--- src/rtl/serial_subtractor.sv ---
// Bit-serial WIDTH-bit subtractor: a - b - bin, LSB first, one full-subtractor cell
// and a registered borrow, with valid/ready handshakes on both sides.
module serial_subtractor #(
  parameter int WIDTH = 4
) (
  input  logic             clk,
  input  logic             rst,
  input  logic             in_valid,
  output logic             in_ready,
  input  logic [WIDTH-1:0] a,
  input  logic [WIDTH-1:0] b,
  input  logic             bin,
  output logic             out_valid,
  input  logic             out_ready,
  output logic [WIDTH-1:0] diff,
  output logic             bout
);

  localparam int CW = (WIDTH > 2) ? $clog2(WIDTH) : 1;

  typedef enum logic [1:0] {IDLE, RUN, DONE} state_t;

  state_t           state_q, state_d;
  logic [WIDTH-1:0] a_q, a_d;
  logic [WIDTH-1:0] b_q, b_d;
  logic [WIDTH-1:0] r_q, r_d;
  logic [WIDTH-1:0] diff_q, diff_d;
  logic             br_q, br_d;
  logic             bout_q, bout_d;
  logic [CW-1:0]    cnt_q, cnt_d;

  logic             d_bit;
  logic             br_next;
  logic [WIDTH-1:0] r_shift;

  // Full-subtractor cell on the current LSBs and the registered borrow.
  assign d_bit   = a_q[0] ^ b_q[0] ^ br_q;
  assign br_next = (~a_q[0] & b_q[0]) | (~(a_q[0] ^ b_q[0]) & br_q);
  assign r_shift = {d_bit, r_q[WIDTH-1:1]};

  always_comb begin
    // NOTE: every next-state signal gets its hold value first so no path infers a latch.
    state_d = state_q;
    a_d     = a_q;
    b_d     = b_q;
    r_d     = r_q;
    br_d    = br_q;
    cnt_d   = cnt_q;
    diff_d  = diff_q;
    bout_d  = bout_q;
    unique case (state_q)
      IDLE: begin
        if (in_valid) begin
          a_d     = a;
          b_d     = b;
          br_d    = bin;
          cnt_d   = '0;
          state_d = RUN;
        end
      end
      RUN: begin
        a_d   = a_q >> 1;
        b_d   = b_q >> 1;
        br_d  = br_next;
        r_d   = r_shift;
        cnt_d = cnt_q + CW'(1);
        if (cnt_q == CW'(WIDTH - 1)) begin
          diff_d  = r_shift;
          bout_d  = br_next;
          state_d = DONE;
        end
      end
      DONE: begin
        if (out_ready) state_d = IDLE;
      end
      default: state_d = IDLE;
    endcase
  end

  // NOTE: state registers use non-blocking assignments so all of them update together on the edge.
  always_ff @(posedge clk or posedge rst) begin
    if (rst) begin
      state_q <= IDLE;
      a_q     <= '0;
      b_q     <= '0;
      r_q     <= '0;
      br_q    <= 1'b0;
      cnt_q   <= '0;
      diff_q  <= '0;
      bout_q  <= 1'b0;
    end else begin
      state_q <= state_d;
      a_q     <= a_d;
      b_q     <= b_d;
      r_q     <= r_d;
      br_q    <= br_d;
      cnt_q   <= cnt_d;
      diff_q  <= diff_d;
      bout_q  <= bout_d;
    end
  end

  assign in_ready  = (state_q == IDLE);
  assign out_valid = (state_q == DONE);
  assign diff      = diff_q;
  assign bout      = bout_q;

endmodule

--- config.mk ---
export PLATFORM = sky130hd
export DESIGN_NAME = serial_subtractor
export DESIGN_NICKNAME = d
export VERILOG_FILES = /design/src/rtl/serial_subtractor.sv
export SDC_FILE = /design/constraint.sdc
export NUM_CORES = 1
export LEC_CHECK = 0
export ABC_AREA = 0
export CAP_MARGIN = 10
export CORE_MARGIN = 1
export CORE_UTILIZATION = 45
export CTS_CLUSTER_SIZE = 12
export DETAILED_ROUTE_END_ITERATION = 10
export PLACE_DENSITY = 0.82
export SLEW_MARGIN = 20
export SYNTH_ARGS = -nofsm -noshare
export SYNTH_HDL_FRONTEND = slang
export SYNTH_SLANG_ARGS = --single-unit
--- constraint.sdc ---
create_clock -name clk -period 3.7 [get_ports clk]
set_clock_uncertainty 0.05 [all_clocks]
set_input_delay 0.74 -clock clk [delete_from_list [all_inputs] [get_ports clk]]
set_output_delay 0.74 -clock clk [all_outputs]
set_load 0.01 [all_outputs]
==> metrics.csv <==
metric,value,unit
period_minus_slack,2580,ps
tightest_slew,790,ps
die_x,48.9,um
synth-seq-cells,21,
p_leak,0.537,nW
hold_viol,0,
cts.clk_slew.worst_paths,120,ps
numCtsBuffers,3,
post-route-period-util,0.699,
hold_ws,448,ps
worstPathArrival,1790,ps
fp.dieArea,2390,sq um
critPathSlowestCell,clkdlybuf4s50_1,
nNetsFinal,120,
path_cells,clkinv_1 -> nor2_1 -> clkdlybuf4s50_1,
setup_violations,0,
clock.fmax,387,MHz
grt_pass1_wl,3.03,mm
grt_usage,0.168,
dp_hpwl,1.25,mm
post_cts_resize_count,0,
cts_tree,built,
placedInstanceArea,1170,sq um
synthCells,86,
gp_congestion,0.812,
synth_area_leaders,"dfrtp_1 53%, o22ai_1 8.8%, mux2_4 7.6%",
synth_top_family_by_area,compound AO/OA/AOI/OAI gates,
root_buffer,clkbuf_4,
synth_warnings,0,
synth-adder-area-share,0.0329,
setup_tns,0,ps
drv_cap,0,
finalPower,1.00,mW
die_h,48.9,um
path_max_fanout,11,
syn-cell-area,990,sq um
io_pins,20,
nFillCells,180,
vias,719,
drt_iter0_drc,19,
startpoint,state_q[1],
post-place-cells,127,
antenna_found_initial,0,
dr.pass1.iters,4,
start_util,0.489,
power.density,838,nW/um^2
drc,0,
critPathBufInv,2,
synthXorXnorAreaFrac,0,
cts.htree.levels,1,
rsz0062_at_grt,false,
fin_cells,131,
grt.overflow.total,0,
setup_ws,1120,ps
holdCritStartpoint,bout,
crit_path_start_kind,flop,
design_area,1190,sq um
drt-wirelength-per-cell,13.4,um
status,"complete, no violations",
wl,1.75,mm
critPathMaxStageDelay,550,ps
yosysUniqueCellTypes,21,
clkSinkCount,21,
synth_top_area_cell,dfrtp_1,
pre_cts_slack,1480,ps
utilization,0.591,
path_delay_family,buffers and inverters,
maxSlewViolCount,0,
cts_setup_buffers,0,
final_common_cell,dfrtp_1,
rows,16,
ant_nets,0,
first_global_vias,682,
critical_path_class,flop to output port,
avgSynthCellArea,11.5,sq um
yosysSeqAreaShare,0.531,
yosysTopAreaCellShare,0.531,
regToRegStartpoint,b_q[0],
synthesis.nets,101,
synth_compound_area_frac,0.182,
io_buffers,19,
synth_mux_area_frac,0.0986,
final_layout_size_suffix_gt1_frac,0.135,
cts_hold_buf,0,
coreArea,2020,sq um
antenna_cells,0,
area_growth,20.7,%
grt_max_degree,22,
cts_buffer_depth,2,
hp-class,flop to flop,
endpoint_kind,output port,
vias_per_cell,5.49,
ir_drop,0.465,mV
insertion_delay,310,ps
layout_common_cells,"21 x dfrtp_1, 19 x clkdlybuf4s50_1, 14 x o22ai_1, 9 x o21ai_0, 8 x a21oi_1",
crit_required,2910,ps
synth-simple-area-share,0.0822,
slew_headroom,0.473,
-- cells in the mapped netlist, drive strengths merged --
cell type,count
dfrtp,21
o22ai,14
o21ai,9
a21oi,8
mux2,7
inv,6
buf,5
nor2,4
nand2,3
nand2b,2
and2b,1
clkinv,1
fa,1
ha,1
nand3b,1
nor2b,1
o31ai,1
-- power by group --
group | leakage (nW) | internal, mW | switching (mW)
clock | 0.0177 | 0.0405 | 0.0709
combinational | 0.267 | 0.253 | 0.198
sequential | 0.252 | 0.343 | 0.0964
total | 0.537 | 0.637 | 0.365
-- registers in the layout, summed over array words and instances, names as in the netlist --
| signal | flops |
|---|---|
| state_q | 2 |
| b_q | 4 |
| r_q | 3 |
| cnt_q | 2 |
| br_q | 1 |
| bout | 1 |
| diff | 4 |
| a_q | 4 |
-- cell families (layout without fill, tap and decap cells) --
logic type / Yosys count / count (layout)
fa+ha+maj: 2 / 2
simple gates: 12 / 12
flops: 21 / 21
buf+inv: 12 / 30
compound gates: 32 / 32
mux: 7 / 7
-- layout make-up --
cell class | count | area (sq um) | share of cell area
clock buffers | 3 | 22.5 | 0.0188
clock inverters | 1 | 5.00 | 0.00419
inverters | 7 | 26.3 | 0.0220
multi-input cells | 53 | 392 | 0.328
flip-flops and latches | 21 | 526 | 0.440
well taps | 27 | 33.8 | 0.0283
repair buffers | 19 | 190 | 0.159
-- tightest hold or removal path, stage by stage (launching register included) --
cell	delay (ps)
dfrtp_1	360
nand2_1	50
o21ai_0	60
-- worst paths after layout --
path / cells past startpoint / slack (ps) / to
min in group asynchronous: 2 / 810 / br_q
worst max register to register: 3 / 2340 / diff[3]
worst min-delay path: 2 / 450 / bout
max in group asynchronous: 2 / 2290 / a_q[2]
worst min register to register: 2 / 450 / bout
worst max-delay path: 3 / 1120 / out_valid
-- layer usage --
metal	vias up	track usage	routed length [um]
met5	-	0	0
met4	0	0.0588	33
met3	5	0.0467	94
met2	25	0.266	833
met1	343	0.219	787
li1	346	-	-
Power figures use the tool's default switching activity.
